File: src/rtl/pattern_sequencer_16b_pkg.sv
// rtl/pattern_sequencer_16b_pkg.sv - shared types and constants for the pattern sequencer
//
// Purpose: source-select and FSM enums, PRBS-15 seed and tap positions, and the
//          LFSR next-state helper used by prbs15_gen.
// Ports:   none (package).

package pattern_seq_pkg;

  typedef enum logic [1:0] {
    MODE_CNT  = 2'd0,
    MODE_PRBS = 2'd1,
    MODE_LIST = 2'd2
  } mode_e;

  typedef enum logic [2:0] {
    ST_IDLE     = 3'd0,
    ST_INIT_CLR = 3'd1,
    ST_RUN      = 3'd2,
    ST_MID_CLR  = 3'd3,
    ST_DONE     = 3'd4
  } state_e;

  localparam logic [14:0] PRBS_SEED  = 15'h0001;
  localparam int          PRBS_TAP_A = 13;
  localparam int          PRBS_TAP_B = 14;

  // x^15 + x^14 + 1: shift left, feed back x13 ^ x14 into bit 0.
  function automatic logic [14:0] prbs15_next(input logic [14:0] x);
    return {x[13:0], x[PRBS_TAP_A] ^ x[PRBS_TAP_B]};
  endfunction

endpackage

File: src/rtl/pattern_sequencer_16b_if.sv
// rtl/pattern_sequencer_16b_if.sv - control and operand bus of the pattern sequencer
//
// Purpose: bundles run control, list loading and the stimulus outputs.
// Signals: start, mode[1:0], num_vec, clr_cycle, load_we, load_data[15:0]  (master -> slave)
//          data_out[15:0], data_valid, dut_clear, busy, done, vec_cnt,
//          list_cnt, exp_sum[15:0]                                        (slave -> master)
// Modports: master (bench / controller), slave (sequencer).

interface pattern_sequencer_16b_if #(
  parameter int DEPTH = 16,
  parameter int VEC_W = 16
);
  localparam int LW = $clog2(DEPTH + 1);

  logic             start;
  logic [1:0]       mode;
  logic [VEC_W-1:0] num_vec;
  logic [VEC_W-1:0] clr_cycle;
  logic             load_we;
  logic [15:0]      load_data;

  logic [15:0]      data_out;
  logic             data_valid;
  logic             dut_clear;
  logic             busy;
  logic             done;
  logic [VEC_W-1:0] vec_cnt;
  logic [LW-1:0]    list_cnt;
  logic [15:0]      exp_sum;

  modport master (
    output start, mode, num_vec, clr_cycle, load_we, load_data,
    input  data_out, data_valid, dut_clear, busy, done, vec_cnt, list_cnt, exp_sum
  );

  modport slave (
    input  start, mode, num_vec, clr_cycle, load_we, load_data,
    output data_out, data_valid, dut_clear, busy, done, vec_cnt, list_cnt, exp_sum
  );

endinterface

File: src/rtl/pattern_sequencer_16b_prbs15_gen.sv
// rtl/pattern_sequencer_16b_prbs15_gen.sv - PRBS-15 LFSR source
//
// Purpose: 15-bit Fibonacci LFSR (x^15 + x^14 + 1), reseeded to PRBS_SEED on demand.
// Ports:   i_clk        clock
//          i_rst        synchronous active-high reset (loads seed)
//          i_seed_load  reload seed (start of a run)
//          i_en         advance one step
//          o_state      current LFSR state x[14:0]

module prbs15_gen
  import pattern_seq_pkg::*;
(
  input  logic        i_clk,
  input  logic        i_rst,
  input  logic        i_seed_load,
  input  logic        i_en,
  output logic [14:0] o_state
);

  logic [14:0] r_lfsr;

  always_ff @(posedge i_clk) begin
    if (i_rst || i_seed_load) begin
      r_lfsr <= PRBS_SEED;
    end else if (i_en) begin
      r_lfsr <= prbs15_next(r_lfsr);
    end
  end

  assign o_state = r_lfsr;

endmodule

File: src/rtl/pattern_sequencer_16b.sv
// rtl/pattern_sequencer_16b.sv - 16-bit stimulus sequencer (counter / PRBS-15 / data list)
//
// Purpose: runs one test sequence: initial DUT clear, num_vec vectors from the
//          selected source, optional mid-run clear, one-cycle done pulse.
// Ports:   CLK    system clock
//          CLEAR  synchronous active-high reset
//          bus    pattern_sequencer_16b_if.slave (run control, list load, outputs)
// Build option: PATSEQ_CHECK_EN builds the expected-sum accumulator on exp_sum;
//               otherwise exp_sum is tied to 0.

module pattern_sequencer_16b #(
  parameter int DEPTH = 16,
  parameter int VEC_W = 16
) (
  input  logic                    CLK,
  input  logic                    CLEAR,
  pattern_sequencer_16b_if.slave  bus
);
  import pattern_seq_pkg::*;

  localparam int LW = $clog2(DEPTH + 1);
  localparam int IW = (DEPTH > 1) ? $clog2(DEPTH) : 1;

  state_e           r_state;
  logic [1:0]       r_mode;
  logic [VEC_W-1:0] r_num_vec;
  logic [VEC_W-1:0] r_clr_cycle;
  logic [VEC_W-1:0] r_vec_cnt;
  logic [15:0]      r_cnt;
  logic [LW-1:0]    r_rd_ptr;
  logic [LW-1:0]    r_list_cnt;
  logic [15:0]      r_list [DEPTH];
  logic [15:0]      r_data_out;
  logic             r_data_valid;
  logic             r_dut_clear;
  logic             r_busy;
  logic             r_done;

  logic             w_load_ok;
  logic             w_seed_load;
  logic             w_run_end;
  logic             w_run_clr;
  logic             w_emit;
  logic             w_list_hit;
  logic             w_prbs_en;
  logic [14:0]      w_prbs;
  logic [15:0]      w_list_data;
  logic [15:0]      w_src_data;

  // Loads only land in IDLE; a load coincident with start is counted before
  // the run begins reading, so the run sees that entry.
  assign w_load_ok   = (r_state == ST_IDLE) && bus.load_we && (r_list_cnt < LW'(DEPTH));
  assign w_seed_load = (r_state == ST_IDLE) && bus.start;

  // r_vec_cnt already counts the vector on data_out this cycle.
  assign w_run_end = (r_vec_cnt == r_num_vec);
  assign w_run_clr = (r_clr_cycle != '0) && (r_vec_cnt == r_clr_cycle);

  // w_emit: the coming edge puts a new vector on data_out and steps its source.
  always_comb begin
    w_emit = 1'b0;
    case (r_state)
      ST_INIT_CLR: w_emit = (r_num_vec != '0);
      ST_RUN:      w_emit = !w_run_end && !w_run_clr;
      ST_MID_CLR:  w_emit = 1'b1;
      default:     w_emit = 1'b0;
    endcase
  end

  assign w_list_hit  = (r_rd_ptr < r_list_cnt);
  assign w_list_data = w_list_hit ? r_list[r_rd_ptr[IW-1:0]] : 16'h0000;

  always_comb begin
    w_src_data = w_list_data;
    if (r_mode == MODE_CNT) begin
      w_src_data = r_cnt;
    end else if (r_mode == MODE_PRBS) begin
      w_src_data = {1'b0, w_prbs};
    end
  end

  assign w_prbs_en = w_emit && (r_mode == MODE_PRBS);

  prbs15_gen u_prbs (
    .i_clk       (CLK),
    .i_rst       (CLEAR),
    .i_seed_load (w_seed_load),
    .i_en        (w_prbs_en),
    .o_state     (w_prbs)
  );

  // List storage is not reset; list_cnt alone defines which entries are live.
  always_ff @(posedge CLK) begin
    if (w_load_ok) begin
      r_list[r_list_cnt[IW-1:0]] <= bus.load_data;
    end
  end

  always_ff @(posedge CLK) begin
    if (CLEAR) begin
      r_state      <= ST_IDLE;
      r_mode       <= 2'd0;
      r_num_vec    <= '0;
      r_clr_cycle  <= '0;
      r_vec_cnt    <= '0;
      r_cnt        <= 16'h0000;
      r_rd_ptr     <= '0;
      r_list_cnt   <= '0;
      r_data_out   <= 16'h0000;
      r_data_valid <= 1'b0;
      r_dut_clear  <= 1'b0;
      r_busy       <= 1'b0;
      r_done       <= 1'b0;
    end else begin
      if (w_load_ok) begin
        r_list_cnt <= r_list_cnt + LW'(1);
      end

      case (r_state)
        ST_IDLE: begin
          if (bus.start) begin
            r_mode      <= bus.mode;
            r_num_vec   <= bus.num_vec;
            r_clr_cycle <= bus.clr_cycle;
            r_cnt       <= 16'h0000;
            r_rd_ptr    <= '0;
            r_vec_cnt   <= '0;
            r_dut_clear <= 1'b1;
            r_busy      <= 1'b1;
            r_state     <= ST_INIT_CLR;
          end
        end

        ST_INIT_CLR: begin
          r_dut_clear <= 1'b0;
          if (r_num_vec == '0) begin
            r_busy  <= 1'b0;
            r_done  <= 1'b1;
            r_state <= ST_DONE;
          end else begin
            r_state <= ST_RUN;
          end
        end

        ST_RUN: begin
          // End of run takes priority over a clear scheduled on the last vector.
          if (w_run_end) begin
            r_data_valid <= 1'b0;
            r_busy       <= 1'b0;
            r_done       <= 1'b1;
            r_state      <= ST_DONE;
          end else if (w_run_clr) begin
            r_data_valid <= 1'b0;
            r_dut_clear  <= 1'b1;
            r_state      <= ST_MID_CLR;
          end
        end

        ST_MID_CLR: begin
          r_dut_clear <= 1'b0;
          r_state     <= ST_RUN;
        end

        ST_DONE: begin
          r_done  <= 1'b0;
          r_state <= ST_IDLE;
        end

        default: r_state <= ST_IDLE;
      endcase

      if (w_emit) begin
        r_data_out   <= w_src_data;
        r_data_valid <= 1'b1;
        r_vec_cnt    <= r_vec_cnt + VEC_W'(1);
        if (r_mode == MODE_CNT) begin
          r_cnt <= r_cnt + 16'd1;
        end
        if (r_mode[1] && w_list_hit) begin
          r_rd_ptr <= r_rd_ptr + LW'(1);
        end
      end
    end
  end

`ifdef PATSEQ_CHECK_EN
  logic [15:0] r_exp_sum;

  // Mirrors the DUT accumulator: cleared with dut_clear, adds each valid vector.
  always_ff @(posedge CLK) begin
    if (CLEAR || r_dut_clear) begin
      r_exp_sum <= 16'h0000;
    end else if (r_data_valid) begin
      r_exp_sum <= r_exp_sum + r_data_out;
    end
  end

  assign bus.exp_sum = r_exp_sum;
`else
  assign bus.exp_sum = 16'h0000;
`endif

  assign bus.data_out   = r_data_out;
  assign bus.data_valid = r_data_valid;
  assign bus.dut_clear  = r_dut_clear;
  assign bus.busy       = r_busy;
  assign bus.done       = r_done;
  assign bus.vec_cnt    = r_vec_cnt;
  assign bus.list_cnt   = r_list_cnt;

endmodule
File: src/flat_wrapper.sv
// flat-port wrapper written by rule: the top's interface ports become plain ports
module pattern_sequencer_16b_flat import pattern_seq_pkg::*;
#(
  parameter int DEPTH = 16,
  parameter int VEC_W = 16
)
  (CLK, CLEAR, bus_start, bus_mode, bus_num_vec, bus_clr_cycle, bus_load_we, bus_load_data, bus_data_out, bus_data_valid, bus_dut_clear, bus_busy, bus_done, bus_vec_cnt, bus_list_cnt, bus_exp_sum);
  pattern_sequencer_16b_if #(.DEPTH(DEPTH), .VEC_W(VEC_W)) bus_i ();
  input  logic CLK;
  input  logic CLEAR;
  input wire logic [$bits(bus_i.start)-1:0] bus_start;
  input wire logic [$bits(bus_i.mode)-1:0] bus_mode;
  input wire logic [$bits(bus_i.num_vec)-1:0] bus_num_vec;
  input wire logic [$bits(bus_i.clr_cycle)-1:0] bus_clr_cycle;
  input wire logic [$bits(bus_i.load_we)-1:0] bus_load_we;
  input wire logic [$bits(bus_i.load_data)-1:0] bus_load_data;
  output wire logic [$bits(bus_i.data_out)-1:0] bus_data_out;
  output wire logic [$bits(bus_i.data_valid)-1:0] bus_data_valid;
  output wire logic [$bits(bus_i.dut_clear)-1:0] bus_dut_clear;
  output wire logic [$bits(bus_i.busy)-1:0] bus_busy;
  output wire logic [$bits(bus_i.done)-1:0] bus_done;
  output wire logic [$bits(bus_i.vec_cnt)-1:0] bus_vec_cnt;
  output wire logic [$bits(bus_i.list_cnt)-1:0] bus_list_cnt;
  output wire logic [$bits(bus_i.exp_sum)-1:0] bus_exp_sum;
  assign bus_i.start = bus_start;
  assign bus_i.mode = bus_mode;
  assign bus_i.num_vec = bus_num_vec;
  assign bus_i.clr_cycle = bus_clr_cycle;
  assign bus_i.load_we = bus_load_we;
  assign bus_i.load_data = bus_load_data;
  assign bus_data_out = bus_i.data_out;
  assign bus_data_valid = bus_i.data_valid;
  assign bus_dut_clear = bus_i.dut_clear;
  assign bus_busy = bus_i.busy;
  assign bus_done = bus_i.done;
  assign bus_vec_cnt = bus_i.vec_cnt;
  assign bus_list_cnt = bus_i.list_cnt;
  assign bus_exp_sum = bus_i.exp_sum;
  pattern_sequencer_16b #(.DEPTH(DEPTH), .VEC_W(VEC_W)) u_core (.CLK(CLK), .CLEAR(CLEAR), .bus(bus_i));
endmodule
File: config.mk
export PLATFORM = sky130hd
export DESIGN_NAME = pattern_sequencer_16b_flat
export DESIGN_NICKNAME = d
export VERILOG_FILES = /design/src/rtl/pattern_sequencer_16b_pkg.sv /design/src/rtl/pattern_sequencer_16b_if.sv /design/src/rtl/pattern_sequencer_16b_prbs15_gen.sv /design/src/rtl/pattern_sequencer_16b.sv /design/src/flat_wrapper.sv
export SDC_FILE = /design/constraint.sdc
export NUM_CORES = 1
export LEC_CHECK = 0
export BUFFER_PORTS_ARGS = -buffer_cell sky130_fd_sc_hd__buf_2
export CORE_ASPECT_RATIO = 1.75
export CORE_MARGIN = 2
export CORE_UTILIZATION = 45
export DETAILED_ROUTE_END_ITERATION = 10
export HOLD_SLACK_MARGIN = 0.03
export PLACE_DENSITY = 0.65
export SETUP_SLACK_MARGIN = 0.3
export SLEW_MARGIN = 20
export SYNTH_ARGS = -nofsm -noshare
export SYNTH_HDL_FRONTEND = slang
export SYNTH_SLANG_ARGS = --single-unit
File: constraint.sdc
create_clock -name CLK -period 6.6 [get_ports CLK]
set_input_delay 0.66 -clock CLK [delete_from_list [all_inputs] [get_ports CLK]]
set_output_delay 0.66 -clock CLK [all_outputs]
set_load 0.01 [all_outputs]
==> results of run 1 <==
-- flip-flops by register name, summed over array words and instances, names as in the netlist --
name	cells
u_core.bus.busy	1
u_core.bus.data_out	16
u_core.bus.data_valid	1
u_core.bus.done	1
u_core.bus.dut_clear	1
u_core.bus.list_cnt	5
u_core.bus.vec_cnt	16
u_core.r_clr_cycle	16
u_core.r_cnt	16
u_core.r_list	256
u_core.r_mode	2
u_core.r_num_vec	16
u_core.r_rd_ptr	5
u_core.r_state	3
u_core.u_prbs.o_state	15
-- synthesized netlist by cell type (17+ instances only) --
cell type and n:
xnor2_1 23, mux4_2 80, buf_4 20, clkbuf_1 48, edfxtp_1 256, nand3_1 33
nor2_1 83, mux2i_1 19, nand2_1 113, a21oi_1 60, a211oi_1 17, dfxtp_1 114
and3_1 21, o21ai_0 26
-- final cells by class --
class                           instances  share of cell area
Multi-Input combinational cell        634               0.289
Inverter                               15             0.00323
Tap cell                              455              0.0327
Clock buffer                           48              0.0543
Clock inverter                         12             0.00920
Timing Repair Buffer                  120              0.0382
Sequential cell                       370               0.573
-- final timing paths --
check                           depth (start not counted)                                  end  slack (ns)
worst max-delay path                                    8           u_core.r_cnt[0]$_SDFF_PP0_        3.44
worst min register to register                          1    u_core.bus.dut_clear$_SDFFE_PP0P_        0.46
worst max register to register                          8           u_core.r_cnt[0]$_SDFF_PP0_        3.44
worst min-delay path                                    3  u_core.r_clr_cycle[15]$_SDFFE_PP0P_        0.38
-- power groups by stage --
stage / Combinational, mW / Clock [mW] / Sequential [mW]
5_1_grt: 0.443 / 2.08 / 2.62
3_3_place_gp: 0.395 / 0 / 2.66
3_5_place_dp: 0.400 / 0 / 2.66
2_1_floorplan: 0.258 / 0 / 2.65
4_1_cts: 0.401 / 2.01 / 2.61
6_report: 0.399 / 1.97 / 2.61
-- cells by family (layout without fill, tap and decap cells) --
group | count (synthesis) | in the layout | share of synthesized area
simple gates | 322 | 322 | 0.0969
other cells | 1 | 16 | 0.000244
xor+xnor | 39 | 39 | 0.0223
fa+ha+maj | 11 | 11 | 0.00897
compound gates | 144 | 144 | 0.0599
mux | 102 | 102 | 0.132
flops | 370 | 370 | 0.650
buf+inv | 97 | 195 | 0.0299
-- worst min-delay path, stage by stage --
cell	delay (ns)
buf_2	0.09
nand2_1	0.04
a21oi_1	0.05
-- layer usage --
metal | global-route usage | vias up | share of wire
met1 | 0.231 | 4652 | 0.36
met5 | 0 | - | 0.00061
met2 | 0.399 | 252 | 0.55
met3 | 0.0346 | 96 | 0.040
met4 | 0.115 | 4 | 0.052
li1 | - | 4254 | -
==> results.ini, run 1 <==
[run_status]
status = complete, no violations

[placement]
hpwlAfterDp_um = 25400
gp_congestion = 0.860
dp.cells = 1594
numPortBuffers = 94
place_ws_ns = 3.46
placed_area_um2 = 16300

[power]
pwr-share-seq = 0.525
p_leak_nw = 5.97
swShare = 0.227
fin_total_pwr_mw = 4.98
clockPowerShare = 0.395
vdd_ir_drop_max_uv = 188
power_frac_comb = 0.080
p_int_mw = 3.85
p_per_area_nw_per_um2 = 286
switchingPower_mw = 1.13

[setup_path]
endpoint_kind = flop
worstSetupStartpoint = u_core.bus.vec_cnt[10]$_SDFFE_PP0P_
worst_path_max_delay_cell = a21oi_2
worstPathArrival_ns = 3.62
cp.buffers_inverters = 1
criticalPathCategory = flop to flop
critPathLaunchType = flop
worstPathCellList = xor2_1 > nor4_1 > nand4_1 > o211ai_2 > nand2_1 > buf_4 > a21oi_2 > mux2_2
cp_top_family = compound AO/OA/AOI/OAI gates
crit_fanout = 42
worst_ep_required_time_ns = 7.06
slowest_delay_ns = 0.61
r2r-start = u_core.bus.vec_cnt[10]$_SDFFE_PP0P_

[sta]
slew_viol_final = 0
slew_headroom = 0.322
worstMarginPinSlew_ns = 1.02
setup_slack_ns = 3.44
hold_viol = 0
rsz0062_at_grt = no
holdWs_ns = 0.379
tns_ns = 0
clock_skew_ns = 0.0225
min_period_ns = 3.16
fmax_mhz = 317
timing.final.crit_share = 0.479
setup-violations-final = 0

[die]
core_area_um2 = 33600
die_h_um = 248
start_util = 0.456
dieArea_um2 = 35600
core.rowCount = 89
top_level_ports = 111
die_w_um = 144

[global_route]
grt_max_degree = 68
grt_pass1_wl_um = 55900
grt_overflow = 0
grt_pass1_vias = 9322
antenna_found_initial = 2
track_usage = 0.215

[cts]
clk_pin_slew_ns = 0.07
cts_hold_buf = 0
cts.sinks = 370
clock_path_buffers = 3
post_cts_buffers = 0
cts-root-buf = clkbuf_16
htree_levels = 2
clk_latency_ns = 0.53
cts_tree = done
cts_buffers = 34
cts_resized = 0

[detailed_routing]
wl_um = 37800
drt_first_pass_iters = 5
drc = 0
via_count = 9258
drt-wirelength-per-cell_um = 22.9
drt_iter0_markers = 591
antenna_left = 0
avgViaCountPerCell = 5.60

[worst_hold_path]
min_from = bus_clr_cycle[15]
hp-class = input port to flop

[cells_and_area]
layout_common_cells = 256 x edfxtp_1, 113 x nand2_1, 112 x dfxtp_1
fillCellCount = 2840
fin_area_um2 = 17400
multiInputGateArea_um2 = 5040
num_antenna_cells = 0
seq_area_um2 = 9970
drive_gt1_frac = 0.234
final_common_cell = edfxtp_1
instances_no_fill = 1654
areaGrowthSynthToFinish_pct = 13.5
fin_nets = 1240
finish.utilization = 0.518

[synthesis]
ys_seq_area_frac = 0.650
synth_edf_count = 256
synthArstFlopShare = 0
synthCells = 1086
synth_ff_type = edfxtp_1
ys_warn_count = 0
synth_top_area_share = 0.501
synth_cell_types = 54
yosys.area.top_type = edfxtp_1
synth_area_per_cell_um2 = 14.1
ys_ff_latch = 370
synth_area_um2 = 15300
yosys-top-cells-area = edfxtp_1 50%, dfxtp_1 15%, mux4_2 12%

[run]
maxCapViolations = 0

No activity file was read; power rests on OpenSTA's default activity.
==> run 2: changes to the inputs <==
- ABC_AREA: unset -> 1
- clock period: 6.6 -> 3.08 ns (I/O delays scaled with it)
==> run 2 against run 1 <==
  * Cell count rose by 41%
  * Largest power group unchanged
  * Die area rose by 6.3%
  * Fmax grew 29%
==> results.ini, run 2 <==
[power]
swShare = 0.349
p_leak_nw = 7.35
switchingPower_mw = 5.07
power_frac_comb = 0.274
p_int_mw = 9.47
clockPowerShare = 0.290
p_per_area_nw_per_um2 = 789
pwr-share-seq = 0.436
vdd_ir_drop_max_uv = 344
fin_total_pwr_mw = 14.5

[global_route]
track_usage = 0.229
met2_usage = 0.420
grt_overflow = 0
antenna_found_initial = 0
grt_pass1_vias = 12300
grt-busiest-layer = met2
use_met1 = 0.244
grt_pass1_wl_um = 67500
use_met3 = 0.0340
grt_max_degree = 79

[setup_path]
rrSetupSlack_ns = 0.63
criticalPathCategory = flop to flop
slowest_delay_ns = 0.41
r2r_end = u_core.bus.data_valid$_SDFFE_PP0P_
crit_fanout = 16
endpoint_kind = flop
worst_path_max_delay_cell = o21ai_1
cp_top_family = simple AND/OR/NAND/NOR gates
worstPathCellList = inv_1 > nand4_1 > nor2_1 > nand2_1 > o21ai_1 > nand2_2 > buf_4 > clkinv_2 > o21ai_0 > nand2_1 > inv_1
worstPathArrival_ns = 2.87
r2r.worst_path.cells = 11
critPathLaunchType = flop
r2r-start = u_core.r_num_vec[14]$_SDFFE_PP0P_
worst_ep_required_time_ns = 3.51
cp.buffers_inverters = 4

[die]
core_area_um2 = 35900
dieArea_um2 = 37900
core.rowCount = 92
start_util = 0.455
top_level_ports = 111
die_h_um = 256
die_w_um = 148

[sta]
setup-violations-final = 0
slew_headroom = 0.421
rsz0062_at_grt = no
min_period_ns = 2.45
setup_slack_ns = 0.634
hold_viol = 0
tns_ns = 0
fmax_mhz = 409
timing.final.crit_share = 0.794
worstMarginPinSlew_ns = 0.861
slew_viol_final = 0
clock_skew_ns = 0.0149

[synthesis]
yosys-top-cells-area = edfxtp_1 47%, dfxtp_1 14%, nand2_1 11%
synth_area_um2 = 16300
ys_ff_latch = 370
synth_area_per_cell_um2 = 9.32
yosys-top-cells-count = 485 x nand2_1, 256 x edfxtp_1, 187 x nand3_1, 162 x nor2_1, 114 x dfxtp_1
ys_warn_count = 0
synthArstFlopShare = 0
yosys.area.top_type = edfxtp_1
synth_edf_count = 256
synth_ff_type = edfxtp_1
synthCells = 1752
yosysMostFrequentCell = nand2_1
synth_cell_types = 39
synth_top_area_share = 0.471
ys_seq_area_frac = 0.611

[cts]
htree_levels = 2
cts-root-buf = clkbuf_16
cts_hold_buf = 0
clk_latency_ns = 0.54
cts_resized = 0
clock_path_buffers = 3
post_cts_buffers = 0
cts_tree = done
clk_pin_slew_ns = 0.06
cts_buffers = 35
cts.sinks = 370

[cells_and_area]
drive_gt1_frac = 0.120
final_common_cell = nand2_1
layout_common_cells = 484 x nand2_1, 256 x edfxtp_1, 187 x nand3_1
num_antenna_cells = 0
fin_area_um2 = 18400
areaGrowthSynthToFinish_pct = 12.8
fin_nets = 1902
fillCellCount = 3287
largest_reg_flops = 256

[detailed_routing]
drt-wirelength-per-cell_um = 18.9
via_count = 12500
antenna_left = 0
drc = 0
drt_first_pass_iters = 5
avgViaCountPerCell = 5.38
drt_iter0_markers = 901
wl_um = 44000

[placement]
gp_congestion = 0.915
hpwlAfterDp_um = 29800
numPortBuffers = 94
placed_area_um2 = 17300
place_ws_ns = 0.675

[run_status]
status = complete, no violations

[worst_hold_path]
min_path_cells = 3
hp-class = input port to flop
min_from = bus_clr_cycle[8]
whs_endpoint = u_core.r_clr_cycle[8]$_SDFFE_PP0P_

[run]
maxCapViolations = 0

[run 2: cell count changes after synthesis, moves of 17 or more]
| cell | previous run | this run |
|---|---|---|
| nand2_1 | 113 | 485 |
| nand3_1 | 33 | 187 |
| mux4_2 | 80 | 0 |
| nor2_1 | 83 | 162 |
| inv_1 | 14 | 92 |
| a21oi_1 | 60 | 110 |
| o21ai_0 | 26 | 70 |
| nand4_1 | 11 | 33 |
| and3_1 | 21 | 0 |
| mux2i_1 | 19 | 0 |
| a211oi_1 | 17 | 0 |
| xnor2_1 | 23 | 6 |
| xor2_1 | 16 | 33 |
[run 2: kinds of logic (layout without fill, tap and decap cells)]
family	Yosys count	in the layout	synth area share
buf+inv	215	309	0.0583
compound gates	213	213	0.0694
flops	370	370	0.611
other cells	1	16	0.000230
xor+xnor	39	39	0.0209
fa+ha+maj	11	11	0.00843
simple gates	903	903	0.232
[run 2: layout make-up]
| class | instances | area (µm²) | area share |
|---|---|---|---|
| flip-flops and latches | 370 | 9970 | 0.541 |
| clock buffers | 45 | 956 | 0.0519 |
| inverters | 102 | 385 | 0.0209 |
| repair buffers | 146 | 886 | 0.0481 |
| well taps | 470 | 588 | 0.0319 |
| multi-input cells | 1182 | 5490 | 0.298 |
| clock inverters | 16 | 141 | 0.00767 |
[run 2: worst register-to-register path, cell delays in order (launching register included)]
cell	delay, ns
dfxtp_1	0.32
inv_1	0.08
nand4_1	0.16
nor2_1	0.25
nand2_1	0.15
o21ai_1	0.41
nand2_2	0.29
buf_4	0.25
clkinv_2	0.19
o21ai_0	0.13
nand2_1	0.07
inv_1	0.04
[run 2: stage by stage]
step / std cells / hold WS, ns / utilization
3_5_place_dp: 2270 / 0.441 / 0.482
2_1_floorplan: 1767 / 0.387 / -
5_1_grt: 2331 / 0.0611 / 0.513
6_report: 2331 / 0.0562 / 0.513
3_3_place_gp: 2270 / 0.441 / 0.482
4_1_cts: 2331 / 0.0430 / 0.513
[run 2: per-layer routing]
metal	up-vias	wire (µm)
met5	-	0
met4	0	2870
met3	136	2170
met2	402	23000
met1	5971	16000
li1	6035	-
[run 2: power by group through the flow]
stage | Combinational [mW] | Sequential, mW | Clock (mW)
2_1_floorplan | 2.80 | 6.30 | 0
3_3_place_gp | 3.90 | 6.41 | 0
3_5_place_dp | 3.97 | 6.42 | 0
4_1_cts | 3.98 | 6.32 | 4.27
5_1_grt | 4.44 | 6.38 | 4.47
6_report | 3.99 | 6.33 | 4.21
[run 2: how the worst max path moves through the flow]
stage                                        startpoint                             endpoint  depth (start not counted)
floorplan                u_core.r_state[2]$_SDFFE_PP0P_       u_core.r_list[15][0]$_DFFE_PP_                          7
global placement      u_core.r_num_vec[14]$_SDFFE_PP0P_   u_core.bus.data_valid$_SDFFE_PP0P_                         11
detailed placement    u_core.r_num_vec[14]$_SDFFE_PP0P_          u_core.r_cnt[10]$_SDFF_PP0_                         11
CTS                   u_core.r_num_vec[14]$_SDFFE_PP0P_           u_core.r_cnt[4]$_SDFF_PP0_                         11
global route        u_core.bus.list_cnt[2]$_SDFFE_PP0P_  u_core.bus.data_out[5]$_SDFFE_PP0N_                         12
finish                u_core.r_num_vec[14]$_SDFFE_PP0P_   u_core.bus.data_valid$_SDFFE_PP0P_                         11
==> run 3: changes to the inputs <==
- clock period: 3.08 -> 2.3 ns (I/O delays scaled with it)
==> run 3 against run 2 <==
  * Sequential power is 33% higher
  * Register-to-register slack worse by 0.31 ns
  * Sequential share of layout area is 2.8 points lower
  * Clock power is 37% higher
  * Worst hold slack worse by 0.011 ns
  * Count of clock-buffer cells in the layout is 2 lower
  * Routed wire length is 2.3% higher
  * Cell count is 2.7% higher
  * Flip-flop and latch count stayed put
  * Design area is 5.8% higher
  * Largest cell class unchanged
==> results.ini, run 3 (synthesis gave the netlist of run 2 again) <==
[run_status]
status = complete, no violations

[detailed_routing]
wl_um = 45000
drt-met1-wl_um = 16200
via_count = 12900
wl_met2_um = 24300
drc = 0
drt_first_pass_iters = 6
wl_met3_um = 2450
top_layer = met4
antenna_left = 0
avgViaCountPerCell = 5.39
drt-wirelength-per-cell_um = 18.8
drt_iter0_markers = 949

[placement]
hpwlAfterDp_um = 29500
placed_area_um2 = 17700
gp_congestion = 0.875
numPortBuffers = 94

[cts]
clk_pin_slew_ns = 0.06
clock_path_buffers = 3
cts.sinks = 370
htree_levels = 2
cts-root-buf = clkbuf_16
cts_buffers = 36
clk_latency_ns = 0.54
cts_tree = done

[global_route]
grt_max_degree = 134
grt_pass1_wl_um = 68600
grt_overflow = 0
track_usage = 0.231
grt_pass1_vias = 12600
antenna_found_initial = 0

[cells_and_area]
fin_nets = 1964
layout_common_cells = 480 x nand2_1, 256 x edfxtp_1, 182 x nand3_1
fin_area_um2 = 19500
num_antenna_cells = 0
drive_gt1_frac = 0.162
areaGrowthSynthToFinish_pct = 19.3
largest_reg_flops = 256
final_common_cell = nand2_1

[sta]
timing.final.crit_share = 0.860
fmax_mhz = 506
min_period_ns = 1.98
clock_skew_ns = 0.0219
hold_viol = 0
setup-violations-final = 0
rsz0062_at_grt = yes
slew_viol_final = 0
tns_ns = 0

[die]
top_level_ports = 111
die_h_um = 256
dieArea_um2 = 37900
start_util = 0.455
core_area_um2 = 35900
die_w_um = 148
core.rowCount = 92

[power]
p_per_area_nw_per_um2 = 1040
fin_total_pwr_mw = 20.3
p_leak_nw = 7.78
vdd_ir_drop_max_uv = 667

[worst_hold_path]
hp-class = input port to flop
min_from = bus_num_vec[4]
min_path_cells = 3
whs_endpoint = u_core.r_num_vec[4]$_SDFFE_PP0P_

[setup_path]
endpoint_kind = flop
rrSetupSlack_ns = 0.32
critPathLaunchType = flop
criticalPathCategory = flop to flop
crit_fanout = 11
worst_ep_required_time_ns = 2.53
worstPathArrival_ns = 2.21
r2r_end = u_core.r_list[12][6]$_DFFE_PP_
r2r.worst_path.cells = 8
r2r-start = u_core.r_state[2]$_SDFFE_PP0P_

[run]
maxCapViolations = 0

==> run 3: how the worst max path moves through the flow <==
| stage | cells past startpoint | slack, ns | endpoint | startpoint |
|---|---|---|---|---|
| after global placement | 14 | 0.08 | u_core.bus.data_out[12]$_SDFFE_PP0N_ | u_core.bus.vec_cnt[11]$_SDFFE_PP0P_ |
| after detailed placement | 14 | 0.03 | u_core.r_cnt[3]$_SDFF_PP0_ | u_core.bus.vec_cnt[11]$_SDFFE_PP0P_ |
| after floorplan | 7 | 0.25 | u_core.r_list[11][0]$_DFFE_PP_ | u_core.r_state[2]$_SDFFE_PP0P_ |
| final | 8 | 0.32 | u_core.r_list[12][6]$_DFFE_PP_ | u_core.r_state[2]$_SDFFE_PP0P_ |
| after CTS | 9 | 0.31 | u_core.bus.vec_cnt[15]$_SDFFE_PP0P_ | u_core.bus.vec_cnt[3]$_SDFFE_PP0P_ |
| after global routing | 8 | 0.24 | u_core.r_list[12][6]$_DFFE_PP_ | u_core.r_state[2]$_SDFFE_PP0P_ |
==> run 3: report_power, final <==
part | internal (mW) | switching, mW | leakage [nW] | total (mW)
Sequential | 7.87 | 0.576 | 3.25 | 8.45
Clock | 3.24 | 2.51 | 0.541 | 5.75
Combinational | 2.12 | 3.97 | 3.99 | 6.09
Total | 13.2 | 7.06 | 7.78 | 20.3
==> run 3: worst max-delay path, stage by stage, from the launching register on <==
cell and delay, ns:
dfxtp_1 0.34, nor2_1 0.16, nand2_1 0.09, inv_1 0.16
nand3_2 0.17, inv_2 0.14, nand2_1 0.19, nor2_2 0.22
buf_6 0.21
==> run 3: cell type report <==
| type | count | area, µm² |
|---|---|---|
| Fill cell | 3189 | 16400 |
| Sequential cell | 370 | 10000 |
| Multi-Input combinational cell | 1183 | 5710 |
| Timing Repair Buffer | 206 | 1670 |
| Clock buffer | 43 | 927 |
| Tap cell | 470 | 588 |
| Inverter | 102 | 395 |
| Clock inverter | 20 | 193 |
==> run 3: layer usage <==
metal / track usage / vias to the layer above
met5: 0 / -
met4: 0.104 / 0
met3: 0.0333 / 107
met2: 0.435 / 445
met1: 0.254 / 6181
li1: - / 6164
==> run 3: timing repair <==
item                                    in CTS  in global routing
gates resized for setup                     25                 65
endpoints found under the setup margin     186                197
hold buffers                                29                  0
pin swaps                                    1                 10
gates cloned                                 1                  1
setup buffers                                0                  3
hold endpoints to repair                    29                  0
==> run 3: metrics by stage <==
step           setup slack [ns]  instances  utilization  hold slack (ns)
2_1_floorplan             0.254       1767            -            0.309
3_3_place_gp             0.0759       2297        0.493            0.447
3_5_place_dp             0.0332       2297        0.493            0.446
4_1_cts                   0.311       2390        0.535           0.0381
5_1_grt                   0.238       2394        0.543           0.0570
6_report                  0.322       2394        0.543           0.0448
